`src/rtl/regfile_dump_reader.sv`:
```
// Debug reader that walks the register file read port and streams
// {index,data} beats over a valid/ready link, one register per READ/SEND pair.
module regfile_dump_reader #(
  parameter int NUM_REGS  = 32,
  parameter int ADDR_W    = 5,
  parameter int DATA_W    = 32,
  parameter int FIRST_REG = 0
) (
  input  logic              clk,
  input  logic              rst_n,
  input  logic              start,
  input  logic              abort,
  output logic [ADDR_W-1:0] rd_addr,
  input  logic [DATA_W-1:0] rd_data,
  output logic              rd_sel,
  output logic              m_valid,
  input  logic              m_ready,
  output logic [ADDR_W-1:0] m_index,
  output logic [DATA_W-1:0] m_data,
  output logic              busy,
  output logic              done
);

  localparam logic [ADDR_W-1:0] FirstIdx = ADDR_W'(FIRST_REG);
  localparam logic [ADDR_W-1:0] LastIdx  = ADDR_W'(NUM_REGS - 1);

  typedef enum logic [1:0] {
    IDLE,
    READ,
    SEND,
    DONE
  } state_t;

  state_t              state_q, state_d;
  logic [ADDR_W-1:0]   idx_q, idx_d;
  logic                valid_q, valid_d;
  logic [ADDR_W-1:0]   index_q, index_d;
  logic [DATA_W-1:0]   data_q, data_d;

  always_ff @(posedge clk or negedge rst_n) begin
    if (!rst_n) begin
      state_q <= IDLE;
      idx_q   <= FirstIdx;
      valid_q <= 1'b0;
      index_q <= '0;
      data_q  <= '0;
    end else begin
      state_q <= state_d;
      idx_q   <= idx_d;
      valid_q <= valid_d;
      index_q <= index_d;
      data_q  <= data_d;
    end
  end

  // Abort beats everything, including a handshake landing in the same cycle.
  always_comb begin
    state_d = state_q;
    idx_d   = idx_q;
    valid_d = valid_q;
    index_d = index_q;
    data_d  = data_q;
    case (state_q)
      IDLE: begin
        if (start && !abort) begin
          idx_d   = FirstIdx;
          state_d = READ;
        end
      end
      READ: begin
        if (abort) begin
          valid_d = 1'b0;
          state_d = IDLE;
        end else begin
          data_d  = rd_data;
          index_d = idx_q;
          valid_d = 1'b1;
          state_d = SEND;
        end
      end
      SEND: begin
        if (abort) begin
          valid_d = 1'b0;
          state_d = IDLE;
        end else if (valid_q && m_ready) begin
          valid_d = 1'b0;
          if (idx_q == LastIdx) begin
            state_d = DONE;
          end else begin
            idx_d   = idx_q + ADDR_W'(1);
            state_d = READ;
          end
        end
      end
      DONE: begin
        state_d = IDLE;
      end
      default: begin
        valid_d = 1'b0;
        state_d = IDLE;
      end
    endcase
  end

  // Status outputs decode straight from state so reset clears them at once.
  assign rd_sel  = (state_q == READ) || (state_q == SEND);
  assign rd_addr = rd_sel ? idx_q : '0;
  assign busy    = (state_q != IDLE);
  assign done    = (state_q == DONE) && !abort;
  assign m_valid = valid_q;
  assign m_index = index_q;
  assign m_data  = data_q;

endmodule

```
`config.mk`:
```
export PLATFORM = sky130hd
export DESIGN_NAME = regfile_dump_reader
export DESIGN_NICKNAME = d
export VERILOG_FILES = /design/src/rtl/regfile_dump_reader.sv
export SDC_FILE = /design/constraint.sdc
export NUM_CORES = 1
export LEC_CHECK = 0
export BUFFER_PORTS_ARGS = -buffer_cell sky130_fd_sc_hd__buf_2
export CELL_PAD_IN_SITES_DETAIL_PLACEMENT = 0
export CELL_PAD_IN_SITES_GLOBAL_PLACEMENT = 1
export CORE_MARGIN = 2
export CORE_UTILIZATION = 38
export CTS_BUF_LIST = sky130_fd_sc_hd__clkbuf_8
export CTS_CLUSTER_SIZE = 20
export DETAILED_ROUTE_END_ITERATION = 12
export MAX_ROUTING_LAYER = met4
export PLACE_DENSITY_LB_ADDON = 0.1
export SETUP_SLACK_MARGIN = 0.5
export SYNTH_ARGS = -nofsm -noshare
export SYNTH_HDL_FRONTEND = slang
export SYNTH_SLANG_ARGS = --single-unit
```
`constraint.sdc`:
```
create_clock -name clk -period 2.4 [get_ports clk]
set_input_delay 0.12 -clock clk [delete_from_list [all_inputs] [get_ports clk]]
set_output_delay 0.12 -clock clk [all_outputs]
set_load 0.01 [all_outputs]
```
==> metrics.csv <==
metric,value,unit
status,"finished, violations left",
failing checks,hold timing,
Int Pwr,1.87,mW
clock latency at the later pin of the worst-skew pair,290,ps
Max VDD drop,0.000497,V
mean post-synth cell area,13.6,um2
"Reg clk slew, reported paths",80,ps
unrepaired setup endpoints after global routing,false,
min setup slack post-route,569,ps
"count leader, synth",dfrtp_1,
total power,2.89,mW
Clock power frac,15.0,%
Crit Path Class,reg2reg,
static leakage,1.30,nW
Clock Tree Buf Depth,2,
"Req. time, crit path",2590,ps
via count,1451,
CTS HTree Levels,2,
Final Hold Vio Count,11,
Slew HR,34.4,%
share of layout cells above drive strength 1,45.9,%
die extent in x,76.7,um
syn_nets,191,
synthesized instance count,147,
Port Buffers,82,
Comb pwr share,42.7,%
part of the power in registers,42.3,%
vias per std cell,4.79,
Synth cell types,34,
ranking of synthesized cells by area,"dfrtp_1 56%, mux2_1 17%, ha_1 4.4%, mux2_2 3.9%, and2_1 1.6%",
I/O pin count,83,
initial antenna violation count,0,
HP Class,in2async,
Worst Skew,9.07,ps
"antenna viol nets, final",0,
ys flop type,dfrtp_1,
top layer in use,met4,
reg2reg path depth,5,
setup slack after placement,318,ps
FMAX,546,MHz
largest net degree at the start of global routing,46,
Tmin final,1830,ps
post-synth top area share,56.1,%
Post-synth EDFFs,0,
TritonCTS clock tree,yes,
wl on met1,1760,um
routed len/inst,13.3,um
CP Max Fanout,5,
Iter 0 DRT Violations,32,
Worst-Margin Slew,984,ps
Post-Syn Area,0.00201,mm2
CTS root buf,clkbuf_8,
area grow syn2layout,30.4,%
# setup viols final,0,
fin crit share,76.3,%
met3 wire length,258,um
asr flop ratio synth,100,%
Met2 Wirelength,1970,um
Sw Pwr,1.02,mW
# clock sinks,45,
gr ovfl total,0,
most frequent cells after synthesis,"45 x dfrtp_1, 31 x mux2_1, 7 x ha_1, 7 x inv_1, 7 x mux2_2",
Worst setup SP type,flop,
first-pass GRT wire length,6890,um
Critical R2R Capture,idx_q[0],
r2r setup slk,570,ps
final net count,276,
Synth area leader,dfrtp_1,
Die ar.,0.00588,mm2
hold-fix buffers at CTS,0,
Cell Rows,26,
Detailed Routing Iterations Pass 1,4,
ANT cells,0,
P per Cell Area,1100,mW/mm2
yosys warns,0,
Final TNS setup,0,ps
routed wire length,4030,um
CP Data Arrival Time,2020,ps
Slew Limit Fails,0,
Worst setup EP type,flop,
CORE AREA,0.00511,mm2
# Max-Cap Violations,0,
sequential element share of the synthesized area,56.1,%
CTS buffer count,5,
hold slack,-9.57,ps
number of global-route vias before repair,1461,
DRC,0,
FF-to-FF Start,idx_q[1],
initial core utilization,39.3,%
die height,76.7,um
DP Wirelength,2980,um
RD Place Congestion,0.818,
switching part of the total,35.3,%
Total GRT Usage,14.9,%
Seq cells post-synth,45,
[critical path, stage by stage (launching register included)]
cell and delay, ps:
dfrtp_1 420, ha_2 210, and3_4 180, ha_4 160, or4_1 490, o311ai_1 270
[routing by layer]
| layer | GRT usage (%) | up-vias |
|---|---|---|
| li1 | - | 691 |
| met2 | 24.6 | 56 |
| met1 | 17.6 | 698 |
| met3 | 4.47 | 6 |
| met4 | 4.91 | 0 |
| met5 | - | - |
[timing repair]
item | 4_1_cts | 5_1_grt
setup endpoints to repair | 5 | 12
setup buffers | 1 | 1
pin swaps | 1 | 5
resized for setup | 4 | 6
[placed cells by master, fill, tap and decap left out, types with 2 or more instances in the layout]
cell type   n
and2_1      5
clkbuf_8    5
clkinv_2    2
buf_2      82
mux2_2      7
o211ai_1    2
nand2_1     2
inv_1       8
nand3_1     5
buf_4       2
ha_2        2
ha_1        4
mux2_1     31
mux2i_1     2
nand2b_1    3
dfrtp_1    44
a21oi_1     3
[worst max-delay path by stage]
stage / from / end / slack (ps)
after floorplan: idx_q[0] / idx_q[1] / 560
after global placement: idx_q[0] / idx_q[1] / 420
after detailed placement: idx_q[0] / idx_q[3] / 320
after CTS: idx_q[1] / idx_q[0] / 520
after global routing: idx_q[1] / idx_q[0] / 500
final: idx_q[1] / idx_q[0] / 570
[kinds of logic after synthesis]
family | after synthesis | share of synthesized area [%]
DFF | 45 | 56.1
muxes | 40 | 22.3
and+or+nand+nor | 26 | 7.74
AOI/OAI and AO/OA | 15 | 5.68
buffers and inverters | 14 | 3.74
adders and majority gates | 7 | 4.37
[stage by stage]
stage	instances	utilization, %	cell area (um2)
global placement	293	48.4	2470
CTS	302	50.6	2580
detailed placement	293	48.4	2470
finish	303	51.2	2620
global route	303	51.2	2620
floorplan	147	-	2010
[final cells by class]
class | count | area [um2]
fillers | 460 | 2490
multi-input cells | 88 | 856
clock inverters | 3 | 13.8
flip-flops and latches | 45 | 1130
inverters | 7 | 26.3
clock buffers | 5 | 68.8
well taps | 70 | 87.6
repair buffers | 85 | 437
[power groups by stage]
| stage | logic [mW] | registers (mW) | clock network [mW] |
|---|---|---|---|
| floorplan | 0.596 | 1.38 | 0 |
| global placement | 1.21 | 1.23 | 0 |
| detailed placement | 1.23 | 1.24 | 0 |
| CTS | 1.25 | 1.23 | 0.460 |
| global route | 1.36 | 1.27 | 0.494 |
| finish | 1.23 | 1.22 | 0.433 |
[sequential cells by signal, indices dropped and copies added (netlist names)]
| register | count |
|---|---|
| state_q | 2 |
| m_data | 32 |
| idx_q | 5 |
| m_index | 5 |
| m_valid | 1 |
Note: power is estimated with default switching activity, not from simulation.
